`src/rtl/vx_cache_rsp_buffer.sv`:
```
// Per-lane response buffer between cache banks and the core response port.
// Each lane is an independent DEPTH-entry FIFO of {data, tag} whose head is presented directly from storage.
module vx_cache_rsp_buffer #(
   parameter int unsigned NUM_REQS   = 2,
   parameter int unsigned DATA_WIDTH = 32,
   parameter int unsigned TAG_WIDTH  = 8,
   parameter int unsigned DEPTH      = 2
) (
   input  logic                           clk_i,
   input  logic                           rst_ni,
   input  logic [NUM_REQS-1:0]            in_valid_i,
   input  logic [NUM_REQS*DATA_WIDTH-1:0] in_data_i,
   input  logic [NUM_REQS*TAG_WIDTH-1:0]  in_tag_i,
   output logic [NUM_REQS-1:0]            in_ready_o,
   output logic [NUM_REQS-1:0]            rsp_valid_o,
   output logic [NUM_REQS*DATA_WIDTH-1:0] rsp_data_o,
   output logic [NUM_REQS*TAG_WIDTH-1:0]  rsp_tag_o,
   input  logic [NUM_REQS-1:0]            rsp_ready_i,
   output logic                           idle_o
);

   localparam int unsigned AW = $clog2(DEPTH);
   localparam int unsigned CW = AW + 1;

   logic [DATA_WIDTH-1:0] data_q [NUM_REQS][DEPTH];
   logic [TAG_WIDTH-1:0]  tag_q  [NUM_REQS][DEPTH];
   logic [AW-1:0]         wr_ptr_q [NUM_REQS];
   logic [AW-1:0]         wr_ptr_d [NUM_REQS];
   logic [AW-1:0]         rd_ptr_q [NUM_REQS];
   logic [AW-1:0]         rd_ptr_d [NUM_REQS];
   logic [CW-1:0]         count_q  [NUM_REQS];
   logic [CW-1:0]         count_d  [NUM_REQS];
   logic [NUM_REQS-1:0]   push_c;
   logic [NUM_REQS-1:0]   pop_c;

   // Handshakes and pointer/count next state; a full lane never takes a push, even while popping
   always_comb begin
      push_c = '0;
      pop_c  = '0;
      for (int unsigned i = 0; i < NUM_REQS; i++) begin
         wr_ptr_d[i] = wr_ptr_q[i];
         rd_ptr_d[i] = rd_ptr_q[i];
         count_d[i]  = count_q[i];
         push_c[i]   = in_valid_i[i] && (count_q[i] != CW'(DEPTH));
         pop_c[i]    = rsp_ready_i[i] && (count_q[i] != CW'(0));
         if (push_c[i]) wr_ptr_d[i] = wr_ptr_q[i] + AW'(1);
         if (pop_c[i])  rd_ptr_d[i] = rd_ptr_q[i] + AW'(1);
         case ({push_c[i], pop_c[i]})
            2'b10:   count_d[i] = count_q[i] + CW'(1);
            2'b01:   count_d[i] = count_q[i] - CW'(1);
            default: count_d[i] = count_q[i];
         endcase
      end
   end

   always_ff @(posedge clk_i or negedge rst_ni) begin
      if (!rst_ni) begin
         for (int unsigned i = 0; i < NUM_REQS; i++) begin
            wr_ptr_q[i] <= '0;
            rd_ptr_q[i] <= '0;
            count_q[i]  <= '0;
            for (int unsigned k = 0; k < DEPTH; k++) begin
               data_q[i][k] <= '0;
               tag_q[i][k]  <= '0;
            end
         end
      end else begin
         for (int unsigned i = 0; i < NUM_REQS; i++) begin
            wr_ptr_q[i] <= wr_ptr_d[i];
            rd_ptr_q[i] <= rd_ptr_d[i];
            count_q[i]  <= count_d[i];
            if (push_c[i]) begin
               data_q[i][wr_ptr_q[i]] <= in_data_i[i*DATA_WIDTH +: DATA_WIDTH];
               tag_q[i][wr_ptr_q[i]]  <= in_tag_i[i*TAG_WIDTH +: TAG_WIDTH];
            end
         end
      end
   end

   // Outputs depend on registered state only
   always_comb begin
      in_ready_o  = '0;
      rsp_valid_o = '0;
      rsp_data_o  = '0;
      rsp_tag_o   = '0;
      for (int unsigned i = 0; i < NUM_REQS; i++) begin
         in_ready_o[i]  = (count_q[i] != CW'(DEPTH));
         rsp_valid_o[i] = (count_q[i] != CW'(0));
         rsp_data_o[i*DATA_WIDTH +: DATA_WIDTH] = data_q[i][rd_ptr_q[i]];
         rsp_tag_o[i*TAG_WIDTH +: TAG_WIDTH]    = tag_q[i][rd_ptr_q[i]];
      end
      idle_o = ~(|rsp_valid_o);
   end

endmodule
```
`config.mk`:
```
export PLATFORM = sky130hd
export DESIGN_NAME = vx_cache_rsp_buffer
export DESIGN_NICKNAME = d
export VERILOG_FILES = /design/src/rtl/vx_cache_rsp_buffer.sv
export SDC_FILE = /design/constraint.sdc
export NUM_CORES = 1
export LEC_CHECK = 0
export ABC_AREA = 1
export BUFFER_PORTS_ARGS = -buffer_cell sky130_fd_sc_hd__buf_2
export CORE_ASPECT_RATIO = 0.6
export CORE_MARGIN = 2
export CORE_UTILIZATION = 40
export DETAILED_ROUTE_END_ITERATION = 10
export PLACE_DENSITY_LB_ADDON = 0.2
export SLEW_MARGIN = 20
export SYNTH_ARGS = -nofsm -noshare
export SYNTH_HDL_FRONTEND = slang
export SYNTH_SLANG_ARGS = --single-unit
```
`constraint.sdc`:
```
create_clock -name clk_i -period 1.75 [get_ports clk_i]
set_clock_uncertainty 0.05 [all_clocks]
set_input_delay 0.175 -clock clk_i [delete_from_list [all_inputs] [get_ports clk_i]]
set_output_delay 0.175 -clock clk_i [all_outputs]
set_load 0.05 [all_outputs]
```
## After elaboration in Yosys (flattened, before gate mapping)

Index checks and enable logic that the tools add are counted.

- Word-level logic and storage cells: 76
- Register bits after elaboration: 168

- Equal/unequal tests: 6
- Magnitude comparators: 6
- Add/sub/neg operators: 8
- Muxes and demuxes: 26
- Bitwise gates (word level): 5
- Reduce and logical (&&, ||, !) cells: 11

Operator list:

| cell | number |
|---|---|
| two-way mux 32 bit | 8 |
| bitwise mux 64 bit | 2 |
| demux 32 bit (select 1 bit) | 2 |
| two-way mux 8 bit | 8 |
| bitwise mux 16 bit | 2 |
| demux 8 bit (select 1 bit) | 2 |
| >= comparator 2 bit (second input constant) | 4 |
| NOT 1 -> 2 bit | 4 |
| one-hot mux 2 bit (2 select lines) | 2 |
| nonzero test 2 bit | 4 |
| logical AND 1 bit | 6 |
| adder 1 bit (second input constant) | 4 |
| adder 2 x 1 -> 2 bit (second input constant) | 2 |
| == test 2 x 1 -> 1 bit (second input constant) | 2 |
| == test 2 bit (second input constant) | 2 |
| less-than comparator 2 x 1 -> 1 bit (second input constant) | 2 |
| != test 2 bit (second input constant) | 2 |
| subtractor 2 x 1 -> 2 bit (second input constant) | 2 |
| OR reduction 2 bit | 1 |
| NOT 1 bit | 1 |

## Logic depth before layout (Yosys ltp)

- Depth after elaboration: 6
- Gate-level depth with buffers: 10

## Worst setup path after synthesis

Ideal clock, no wire load.

- Kind: register -> output
- Start point: register count_q[0] in the netlist's numbering
- End point: output idle_o
- Data arrival time: 1573 ps
- Slack: -48 ps
- Required time: 1525 ps
- Cell stages (with the launch flop): 4
- Cell sequence: dfrtp_1 > inv_2 > nand2_1 > nor2_1

- Cells in the longest elaborated chain, start to end: 3

Ends and longest elaborated chain:

| what | RTL line | RTL |
|---|---|---|
| start: declaration | 31 | `logic [CW-1:0] count_q [NUM_REQS];` |
| start signal: indexed assignment | 71 | `count_q[i] <= count_d[i];` |
| nonzero test 2 bit | 88 | `rsp_valid_o[i] = (count_q[i] != CW'(0));` |
| named net rsp_valid_o[1] | 15 | `output logic [NUM_REQS-1:0] rsp_valid_o,` |
| OR reduction 2 bit | 92 | `idle_o = ~(\|rsp_valid_o);` |
| NOT 1 bit | 92 |  |
| end: declaration | 19 | `output logic idle_o` |

The timed path passes the listed nets, and every way through them passes these cells.

## Worst setup path after layout

- Start point: register rd_ptr_q[1] in the netlist's numbering
- End point: output rsp_data_o[24]

- Cells in the longest elaborated chain, start to end: 4

Ends and longest elaborated chain:

| what | RTL line | RTL |
|---|---|---|
| start: declaration | 29 | `logic [AW-1:0] rd_ptr_q [NUM_REQS];` |
| start signal: indexed assignment | 70 | `rd_ptr_q[i] <= rd_ptr_d[i];` |
| NOT 1 -> 2 bit (not written as such) | 89 | `rsp_data_o[i*DATA_WIDTH +: DATA_WIDTH] = data_q[i][rd_ptr_q[i]];` |
| two-way mux 32 bit (not written as such) (3 in series) | 89 |  |
| end: declaration | 16 | `output logic [NUM_REQS*DATA_WIDTH-1:0] rsp_data_o,` |

No other way between the ends. The select of a mux whose other input is x is not followed.

==> summary.md <==
Clock-pin slew on the worst setup and hold paths: 0.06 ns. In this run the count of I/O pins placed on the die edge is 171. The final worst-path cycle share came out at 1.01. Type of the worst setup path: flop to output port.

TritonCTS built the clock tree. The number of buffers created by CTS was 17. The floorplan step set the die width to 188 µm.

Setup repair after global routing could not meet its margin everywhere. The run finished, with violations left. The required time of the critical path was 1.52 ns. Counting both buffers and inverters, the worst setup path holds a total of 3.

The shortest period the worst path allows works out to 1.77 ns. The kind of end point of the critical path was an output port. VDD sags by at most 1.44 mV.

After technology mapping, the gate count stands at 1029. The logs give 0 for the count of nets left with antenna violations after detail routing and 1117 for the net count of the mapped netlist. STA classifies the critical path startpoint as a flop. The first global-routing pass estimated 38300 µm of wire. Data arrives at the worst endpoint at 1.54 ns. A synthesized cell averages 7.88 µm². The final layout contains routed wiring with a total length of 25400 µm. For the number of clock sinks seen by CTS, the log shows 168. The clock passes through at most 2 buffers. The library cell occupying the most area in the post-synthesis netlist is sky130_fd_sc_hd__dfrtp_1.

The cell family contributing the most delay on the critical path is buffers and inverters. Entering global routing, the biggest net connects 81 pins. The commonest cells after synthesis are 582 x sky130_fd_sc_hd__nand2_1, 168 x sky130_fd_sc_hd__dfrtp_1, 162 x sky130_fd_sc_hd__nand4_1, 56 x sky130_fd_sc_hd__buf_2, 16 x sky130_fd_sc_hd__buf_6.

For this run, design rule violations remaining after detail routing come to 0. The post-synthesis sequential area ratio came out at 0.518. Ranked by total cell area, the synthesized netlist is headed by sky130_fd_sc_hd__dfrtp_1 52%, sky130_fd_sc_hd__nand2_1 27%, sky130_fd_sc_hd__nand4_1 12%, sky130_fd_sc_hd__buf_2 3.5%, sky130_fd_sc_hd__buf_6 2.2%.

The number of failing setup endpoints in the final timing report was 6; the site row count was 40. In this run, synthesis inferred 0 flip-flops with an integrated enable. The path class of the tightest hold or removal check is input pin to flop. The final-report max-slew violation count came out at 0. Port buffering added 170 buffers. The vias after detailed routing was 7807; the residual overflow from global routing was 0. For this run, the number of Yosys warnings is 0. The fraction of registers with async set or reset after synthesis was 1.00. The number of unique standard cell types used by synthesis is 16. In this run, the number of DRC markers left after iteration 0 of detailed routing was 692. The sum of met2 wire segment lengths after detailed routing came out at 11200 µm.

The slew at the pin with the worst max-slew slack is 0.475 ns, and the synthesized flop and latch total is 168. Among all stages on the critical path, the largest delay is contributed by sky130_fd_sc_hd__dfrtp_2. On the worst path, the slowest cell contributes a delay of 0.46 ns. The placer's final routability congestion estimate is 0.761, and the number of nets in the finished design is 1343. The total count of hold-check failures in the final report was 0; the worst-path maximum fanout was 10. Area overhead of the layout relative to synthesis: 45.7%. The share of Yosys cell area claimed by the top area cell type was 0.518; the floorplan core area was 20000 µm². The power per cell area was 2340 nW/µm².

The number of global-route vias before repair was 7366. The tool flagged a number of max-cap violations equal to 0. Detailed placement finished with a half-perimeter wire length of 13600 µm. Overall fraction of global-route tracks in use: 0.224. The number of iterations in the first detailed-routing pass was 5. The starting density of the core is 0.406. For the worst slew slack as a fraction of its limit, the log shows 0.684. Dominant cell by count in the synthesized netlist: sky130_fd_sc_hd__nand2_1. On the final layout, the worst hold slack is 0.0264 ns.

The signal on the critical path passes through inv_8 > clkbuf_16 > nand2_1 > nand2_1 > buf_6. The amount of wire on met3 after detailed routing was 1480 µm. The checks that failed: setup timing. Number of antenna violations at the first check in global routing: 1. The ratio of routed vias to standard cells was 5.06; the layout cell share with drive strength beyond 1 was 0.263. The clock reaches the later pin of the worst-skew pair after 0.43 ns.

Die height: 114 µm. The floorplan step defined a die boundary enclosing 21500 µm². In this run the top signal layer used is met4. The dominant register cell in the synthesized netlist is sky130_fd_sc_hd__dfrtp_1. The critical path's most frequent cell was sky130_fd_sc_hd__nand2_1. The logs give 8110 µm² for the synthesized area and -0.0171 ns for the worst path setup slack after routing.

In this run the clock root is driven by a sky130_fd_sc_hd__clkbuf_16. For the upper clock frequency limit, the log shows 566 MHz. After layout, the design draws a total of 27.6 mW. The H-tree was split into 4 levels.

The leakage dissipation was 6.26 nW; the average wire per standard cell was 16.4 µm. For this block, wires on met1 add up to 12400 µm.
[cells by family after synthesis]
kind of cell | Yosys count | share of synthesized area
flip-flops | 168 | 0.518
AND/OR/NAND/NOR | 755 | 0.402
adder cells (fa/ha/maj) | 2 | 0.00308
buffers and inverters | 102 | 0.0740
XOR/XNOR | 2 | 0.00216
[sequential cells by signal, summed over array words and instances, names as in the netlist]
| signal | cells |
|---|---|
| count_q | 4 |
| data_q | 128 |
| rd_ptr_q | 2 |
| wr_ptr_q | 2 |
| tag_q | 32 |
[worst register-to-register path, stage by stage, from the launching register on]
cell	delay [ns]
sky130_fd_sc_hd__dfrtp_1	0.42
sky130_fd_sc_hd__inv_1	0.10
sky130_fd_sc_hd__nand2_1	0.12
sky130_fd_sc_hd__nand2_1	0.11
sky130_fd_sc_hd__inv_1	0.05
sky130_fd_sc_hd__ha_1	0.32
sky130_fd_sc_hd__inv_1	0.09
sky130_fd_sc_hd__nand3_1	0.08
sky130_fd_sc_hd__nand2_1	0.06
sky130_fd_sc_hd__nand2_1	0.04
[repair_timing]
| item | in CTS | in global routing |
|---|---|---|
| setup buffers | 0 | 1 |
| gates cloned | 1 | 10 |
| gates resized for setup | 99 | 219 |
| hold buffers | 83 | 0 |
| pin swaps | 0 | 25 |
| endpoints found under the hold margin | 330 | 0 |
| endpoints found under the setup margin | 83 | 81 |
[routing by layer]
layer  GRT usage  up-vias
met3      0.0420       20
met5           0        -
met1       0.338     3712
li1            -     3827
met4      0.0651        0
met2       0.329      248
[final cells by class]
cell class,count,area [µm²]
diodes,1,2.50
clock buffers,22,484
clock inverters,10,93.8
fillers,1797,8150
inverters,14,65.1
multi-input cells,759,3690
flip-flops and latches,168,4210
well taps,273,342
repair buffers,295,2940
[worst paths after layout]
check	end	from	cells after the start	slack (ns)
worst min register to register	tag_q[21]	tag_q[21]	2	0.42
max in group asynchronous	data_q[89]	rst_ni	3	0.96
worst max register to register	count_q[3]	count_q[3]	9	0.20
min in group asynchronous	data_q[13]	rst_ni	2	0.11
worst min-delay path	wr_ptr_q[1]	in_valid_i[0]	3	0.03
worst max-delay path	rsp_data_o[24]	rd_ptr_q[1]	5	-0.02
[placed cells by master (no fill, tap or decap), drive strengths merged]
| cell type | netlist | layout |
|---|---|---|
| buf | 74 | 204 |
| bufinv | 0 | 1 |
| clkbuf | 14 | 30 |
| clkinv | 0 | 6 |
| clkinvlp | 0 | 3 |
| dfrtp | 168 | 168 |
| diode | 0 | 1 |
| dlygate4sd3 | 0 | 83 |
| ha | 2 | 2 |
| inv | 14 | 14 |
| nand2 | 584 | 584 |
| nand3 | 8 | 8 |
| nand4 | 162 | 162 |
| nor2 | 1 | 1 |
| xnor2 | 2 | 2 |
[metrics by stage]
step                      cells  TNS (ns)  setup WS (ns)   util  area [µm²]
after floorplan            1029         0         0.0294      -        8110
after global placement     1414         0          0.271  0.458        9140
after detailed placement   1414         0          0.220  0.458        9140
after CTS                  1530  -0.00952       -0.00952  0.542       10800
after global routing       1542     -2.15        -0.0666  0.592       11800
final                      1542   -0.0448        -0.0171  0.592       11800
[power breakdown]
group / total (mW) / leakage (nW) / switching (mW) / internal, mW
sequential: 6.94 / 2.08 / 1.20 / 5.75
clock: 3.72 / 0.279 / 1.60 / 2.11
combinational: 17.0 / 3.90 / 10.9 / 6.02
total: 27.6 / 6.26 / 13.7 / 13.9
(Power assumes the default switching activity.)
